$ cat config.mk
export PLATFORM = sky130hd
export DESIGN_NAME = seg7_scan_driver
export DESIGN_NICKNAME = d
export VERILOG_FILES = /design/src/rtl/seg7_scan_driver.sv
export SDC_FILE = /design/constraint.sdc
export NUM_CORES = 1
export LEC_CHECK = 0
export CAP_MARGIN = 10
export CORE_MARGIN = 3
export CORE_UTILIZATION = 50
export CTS_CLUSTER_DIAMETER = 50
export DETAILED_ROUTE_END_ITERATION = 7
export PLACE_DENSITY = 0.75
export SYNTH_ARGS = -nofsm -noshare
export SYNTH_HDL_FRONTEND = slang
export SYNTH_SLANG_ARGS = --single-unit
$ cat constraint.sdc
create_clock -name clk -period 3.2 [get_ports clk]
set_input_delay 0.8 -clock clk [delete_from_list [all_inputs] [get_ports clk]]
set_output_delay 0.8 -clock clk [all_outputs]
set_load 0.01 [all_outputs]
$ cat src/rtl/seg7_scan_driver.sv
// Multiplexed 7-segment scan driver. It shows frame-coherent digit snapshots,
// inserts an anti-ghost blank window at the start of every slot, and blinks edited digits.
module seg7_scan_driver #(
  parameter int N_DIGITS       = 8,
  parameter int SCAN_DIV       = 50000,
  parameter int BLANK_CYCLES   = 500,
  parameter int BLINK_FRAMES   = 64,
  parameter int SEG_ACTIVE_LOW = 1,
  parameter int DIG_ACTIVE_LOW = 1
) (
  input  logic                    clk,
  input  logic                    rst_n,
  input  logic                    enable,
  input  logic [4*N_DIGITS-1:0]   digits_bcd,
  input  logic [N_DIGITS-1:0]     dp_in,
  input  logic [N_DIGITS-1:0]     blink_mask,
  output logic [6:0]              seg,
  output logic                    dp,
  output logic [N_DIGITS-1:0]     an,
  output logic                    frame_tick
);

  localparam int SW = (SCAN_DIV > 1) ? $clog2(SCAN_DIV) : 1;
  localparam int DW = (N_DIGITS > 1) ? $clog2(N_DIGITS) : 1;
  localparam int FW = (BLINK_FRAMES > 1) ? $clog2(BLINK_FRAMES) : 1;

  localparam logic [SW-1:0]       SLOT_LAST  = SW'(SCAN_DIV - 1);
  localparam logic [SW-1:0]       BLANK_END  = SW'(BLANK_CYCLES);
  localparam logic [DW-1:0]       DIGIT_LAST = DW'(N_DIGITS - 1);
  localparam logic [FW-1:0]       FRAME_LAST = FW'(BLINK_FRAMES - 1);
  localparam logic [N_DIGITS-1:0] AN_ONE     = N_DIGITS'(1);
  // XOR masks that turn the active-high internal form into pad polarity; also the "off" levels.
  localparam logic [6:0]          SEG_POL    = (SEG_ACTIVE_LOW != 0) ? 7'h7F : 7'h00;
  localparam logic                DP_POL     = (SEG_ACTIVE_LOW != 0) ? 1'b1 : 1'b0;
  localparam logic [N_DIGITS-1:0] AN_POL     = (DIG_ACTIVE_LOW != 0) ? {N_DIGITS{1'b1}} : {N_DIGITS{1'b0}};

  function automatic logic [6:0] bcd_to_seg(input logic [3:0] val);
    logic [6:0] pattern;
    case (val)
      4'd0:    pattern = 7'h3F;
      4'd1:    pattern = 7'h06;
      4'd2:    pattern = 7'h5B;
      4'd3:    pattern = 7'h4F;
      4'd4:    pattern = 7'h66;
      4'd5:    pattern = 7'h6D;
      4'd6:    pattern = 7'h7D;
      4'd7:    pattern = 7'h07;
      4'd8:    pattern = 7'h7F;
      4'd9:    pattern = 7'h6F;
      4'd10:   pattern = 7'h40;
      default: pattern = 7'h00;
    endcase
    return pattern;
  endfunction

  logic [SW-1:0]         slot_cnt_r;
  logic [DW-1:0]         digit_idx_r;
  logic [FW-1:0]         frame_cnt_r;
  logic                  blink_phase_r;
  logic [4*N_DIGITS-1:0] bcd_snap_r;
  logic [N_DIGITS-1:0]   dp_snap_r;
  logic [N_DIGITS-1:0]   blink_snap_r;
  logic [6:0]            seg_r;
  logic                  dp_r;
  logic [N_DIGITS-1:0]   an_r;
  logic                  frame_tick_r;

  logic                  frame_start_s;
  logic                  slot_wrap_s;
  logic                  frame_wrap_s;
  logic [4*N_DIGITS-1:0] bcd_view_s;
  logic [N_DIGITS-1:0]   dp_view_s;
  logic [N_DIGITS-1:0]   blink_view_s;
  logic [3:0]            cur_bcd_s;
  logic                  lit_s;
  logic [6:0]            seg_on_s;
  logic                  dp_on_s;
  logic [N_DIGITS-1:0]   an_on_s;

  assign frame_start_s = (slot_cnt_r == {SW{1'b0}}) && (digit_idx_r == {DW{1'b0}});
  assign slot_wrap_s   = (slot_cnt_r == SLOT_LAST);
  assign frame_wrap_s  = slot_wrap_s && (digit_idx_r == DIGIT_LAST);

  // Slot, digit, frame and blink counters; a low enable holds the scan at its origin.
  always_ff @(posedge clk or negedge rst_n) begin
    if (!rst_n) begin
      slot_cnt_r    <= {SW{1'b0}};
      digit_idx_r   <= {DW{1'b0}};
      frame_cnt_r   <= {FW{1'b0}};
      blink_phase_r <= 1'b0;
    end else if (!enable) begin
      slot_cnt_r    <= {SW{1'b0}};
      digit_idx_r   <= {DW{1'b0}};
      frame_cnt_r   <= {FW{1'b0}};
      blink_phase_r <= 1'b0;
    end else if (slot_wrap_s) begin
      slot_cnt_r <= {SW{1'b0}};
      if (digit_idx_r == DIGIT_LAST) begin
        digit_idx_r <= {DW{1'b0}};
        if (frame_cnt_r == FRAME_LAST) begin
          frame_cnt_r   <= {FW{1'b0}};
          blink_phase_r <= ~blink_phase_r;
        end else begin
          frame_cnt_r <= frame_cnt_r + 1'b1;
        end
      end else begin
        digit_idx_r <= digit_idx_r + 1'b1;
      end
    end else begin
      slot_cnt_r <= slot_cnt_r + 1'b1;
    end
  end

  // Frame snapshot of the display inputs.
  always_ff @(posedge clk or negedge rst_n) begin
    if (!rst_n) begin
      bcd_snap_r   <= {(4*N_DIGITS){1'b0}};
      dp_snap_r    <= {N_DIGITS{1'b0}};
      blink_snap_r <= {N_DIGITS{1'b0}};
    end else if (frame_start_s) begin
      bcd_snap_r   <= digits_bcd;
      dp_snap_r    <= dp_in;
      blink_snap_r <= blink_mask;
    end else begin
      bcd_snap_r   <= bcd_snap_r;
      dp_snap_r    <= dp_snap_r;
      blink_snap_r <= blink_snap_r;
    end
  end

  // Bypass the snapshot in the capture cycle so a zero-length blank window still shows fresh data.
  always_comb begin
    if (frame_start_s) begin
      bcd_view_s   = digits_bcd;
      dp_view_s    = dp_in;
      blink_view_s = blink_mask;
    end else begin
      bcd_view_s   = bcd_snap_r;
      dp_view_s    = dp_snap_r;
      blink_view_s = blink_snap_r;
    end
  end

  // Active-high pattern for the current slot, before pad polarity.
  always_comb begin
    cur_bcd_s = bcd_view_s[{digit_idx_r, 2'b00} +: 4];
    lit_s     = enable && (slot_cnt_r >= BLANK_END)
                && !(blink_phase_r && blink_view_s[digit_idx_r]);
    if (lit_s) begin
      seg_on_s = bcd_to_seg(cur_bcd_s);
      dp_on_s  = dp_view_s[digit_idx_r];
      an_on_s  = AN_ONE << digit_idx_r;
    end else begin
      seg_on_s = 7'h00;
      dp_on_s  = 1'b0;
      an_on_s  = {N_DIGITS{1'b0}};
    end
  end

  // Pad registers, one clock behind the counters.
  always_ff @(posedge clk or negedge rst_n) begin
    if (!rst_n) begin
      seg_r        <= SEG_POL;
      dp_r         <= DP_POL;
      an_r         <= AN_POL;
      frame_tick_r <= 1'b0;
    end else begin
      seg_r        <= seg_on_s ^ SEG_POL;
      dp_r         <= dp_on_s ^ DP_POL;
      an_r         <= an_on_s ^ AN_POL;
      frame_tick_r <= enable && frame_wrap_s;
    end
  end

  assign seg        = seg_r;
  assign dp         = dp_r;
  assign an         = an_r;
  assign frame_tick = frame_tick_r;

endmodule

==> metrics <==
status=completed; Routed WL=11.2 mm; clock-pin slew on the worst setup and hold paths=100 ps; drt wl/cell=15.6 um; area grow syn2layout=23.6%; Rel. slew slack=59.9%; WP data required=3490 ps; Post-Synth XOR/XNOR Area=2.94%; syn_nets=573; CTS H-tree depth=3; Synth Cell Area=0.00476 sq mm; multi-input logic area=0.00231 sq mm; sequential area share after synthesis=48.3%; Final Hold Vio Count=0; Worst Hold Class=in -> async; Pwr Total=0.00274 W; LEAKAGE=2.68 nW; CTS Hold Buffers Added=0; Peak VDD IR=0.282 mV; GRT overflow=0; # fillers=700; I/O pin count=68; crit share post-route=95.4%; total CTS buffers=9; Tightest Pin Transition=601 ps; Max Cap Viol=0; PwrDens=466 mW/mm^2; Die X=104 um; clk sinks=91; core area=0.00898 sq mm; Yosys reg bits=91; critical path endpoint category=flop; Avg Cell Area, Syn=9.37 sq um; Highest Clock Rate=0.328 GHz; Max clock buf depth=2; initial antenna violation count=0; main combinational cell family by area after synthesis=simple AND/OR/NAND/NOR gates; DRC errors left=0; DP HPWL=8.04 mm; die area=0.0107 sq mm; Initial Utilization=53.0%; Pre-antenna DRT Iters=5; row count=34; Crit. Startpoint=slot_cnt_r[13]$_DFF_PN0_; CP Data Arrival Time=3340 ps; Slew Limit Fails=0; Yosys top cell area share=39.4%; final setup margin=148 ps; commonest non-fill, non-tap cell in the layout=nand2_1; # nets final=650; All-Layer GR Usage=21.7%; Synth Area in Simple Gates=24.9%; dpl ws=110 ps; number of synthesized flops with an enable pin=0; CTS tree=done; FFs w/ async S/R, synth=100%; Initial DRC Count=218; Area contributors post-synth=dfrtp_1 (39%), nand2_1 (15%), dfstp_2 (8.8%), mux4_2 (5.2%), ha_1 (3.7%); min Tclk post-route=3050 ps; Reg2Reg Depth=8; RSZ-0062 raised after global routing=yes; cells after synthesis=508; Post-Synth Adder-Cell Area=3.68%; CP Max Fanout=5; chip height=104 um; largest net degree at the start of global routing=47; antenna cell count=0; post-synthesis mux area share=8.73%; Post-Route Skew=11.5 ps; worst reg2reg setup slack=150 ps; Root Buffer Master=clkbuf_8; yosys warns=0; vias in the first global route=3760; Synth area leader=dfrtp_1; Startpoint Class=flop; share of layout cells above drive strength 1=14.6%; Reg area=0.00230 sq mm; most frequent cells in the layout=nand2_1 (186), dfrtp_1 (75), clkdlybuf4s50_1 (66); Worst-Skew Late Latency=370 ps; r2r startpoint=slot_cnt_r[13]$_DFF_PN0_; setup TNS=0 ps; worst reg2reg endpoint=seg[6]$_DFF_PN1_; Most used DFF post-synth=dfrtp_1; DR vias/cell=5.39; count of final setup violators=0; RePlAce Congestion=0.885; endpoint of the worst setup timing path=seg[6]$_DFF_PN1_; Netlist cell types=49; first-pass GRT wire length=19.0 mm; Post-DRT Antenna Nets=0; DR vias=3859; PortBufs=67; Compound-Gate Fraction of Synth Area=7.91%; critical path class=reg -> reg
cell usage after synthesis (6+ instances only):
library cell,instances
nand2_1,187
dfrtp_1,75
nor2_1,36
clkbuf_1,17
nand3_1,17
dfstp_2,16
ha_1,14
o21ai_0,13
mux4_2,11
inv_1,10
mux2i_1,10
xor2_1,9
a2111oi_0,8
a32oi_1,8
xnor2_1,7
and3_1,6
mux2_2,6
registers in the layout, summed over array words and instances (netlist names), 3 cells and up:
| register | cells |
|---|---|
| bcd_snap_r | 32 |
| slot_cnt_r | 16 |
| an | 8 |
| blink_snap_r | 8 |
| dp_snap_r | 8 |
| seg | 7 |
| frame_cnt_r | 6 |
| digit_idx_r | 3 |
metrics by stage:
step / utilization [%] / cell area (sq um) / cells / hold slack [ps]
after CTS: 65.1 / 5840 / 713 / 438
final: 65.6 / 5890 / 716 / 425
after global placement: 62.8 / 5630 / 697 / 441
after global routing: 65.6 / 5890 / 716 / 472
after detailed placement: 62.8 / 5630 / 697 / 448
after floorplan: - / 4760 / 508 / 429
layout make-up:
class / instances / share of cell area, %
tap: 126 / 2.68
sequential: 91 / 39.0
inverter: 13 / 0.850
multi-input combinational: 380 / 39.2
clock buffer: 9 / 2.10
clock inverter: 7 / 1.38
timing repair buffer: 90 / 14.8
per-layer routing:
layer,GRT usage (%),vias to the layer above,routed length [um]
li1,-,1865,-
met2,33.3,124,5220
met1,30.7,1846,5080
met3,4.23,24,623
met4,7.98,0,237
met5,0,-,0
worst min-delay path by stage:
stage | from | endpoint
finish | rst_n | blink_snap_r[4]$_DFF_PN0_
global route | rst_n | blink_snap_r[4]$_DFF_PN0_
CTS | rst_n | blink_snap_r[4]$_DFF_PN0_
detailed placement | dp_snap_r[4]$_DFF_PN0_ | dp_snap_r[4]$_DFF_PN0_
global placement | dp_snap_r[4]$_DFF_PN0_ | dp_snap_r[4]$_DFF_PN0_
floorplan | dp_snap_r[0]$_DFF_PN0_ | dp_snap_r[0]$_DFF_PN0_
repair_timing:
| item | in CTS | in global routing |
|---|---|---|
| endpoints found under the hold margin | 0 | 0 |
| setup endpoints to repair | 0 | 15 |
| gates resized for setup | 0 | 6 |
| setup buffers | 0 | 3 |
power breakdown:
group	internal, W	total [W]	leakage (nW)	switching (W)
registers	0.00128	0.00135	1.12	0.0000664
clock network	0.000377	0.000833	0.107	0.000456
logic	0.000264	0.000562	1.45	0.000299
total	0.00192	0.00274	2.68	0.000821
critical path, stage by stage, from the launching register on:
cell and delay (ps):
dfrtp_1 410, or2_1 290, or4_1 500, nor3_4 340
mux4_2 530, or3_1 330, a31oi_2 230, nor4bb_1 270
a31oi_1 80
cell families (layout without fill, tap and decap cells):
| group | after synthesis | after routing |
|---|---|---|
| mux | 27 | 27 |
| xor+xnor | 16 | 16 |
| buf+inv | 37 | 119 |
| flops | 91 | 91 |
| compound gates | 51 | 51 |
| fa+ha+maj | 14 | 14 |
| simple gates | 272 | 272 |
Note: power is estimated with default switching activity, not from simulation.
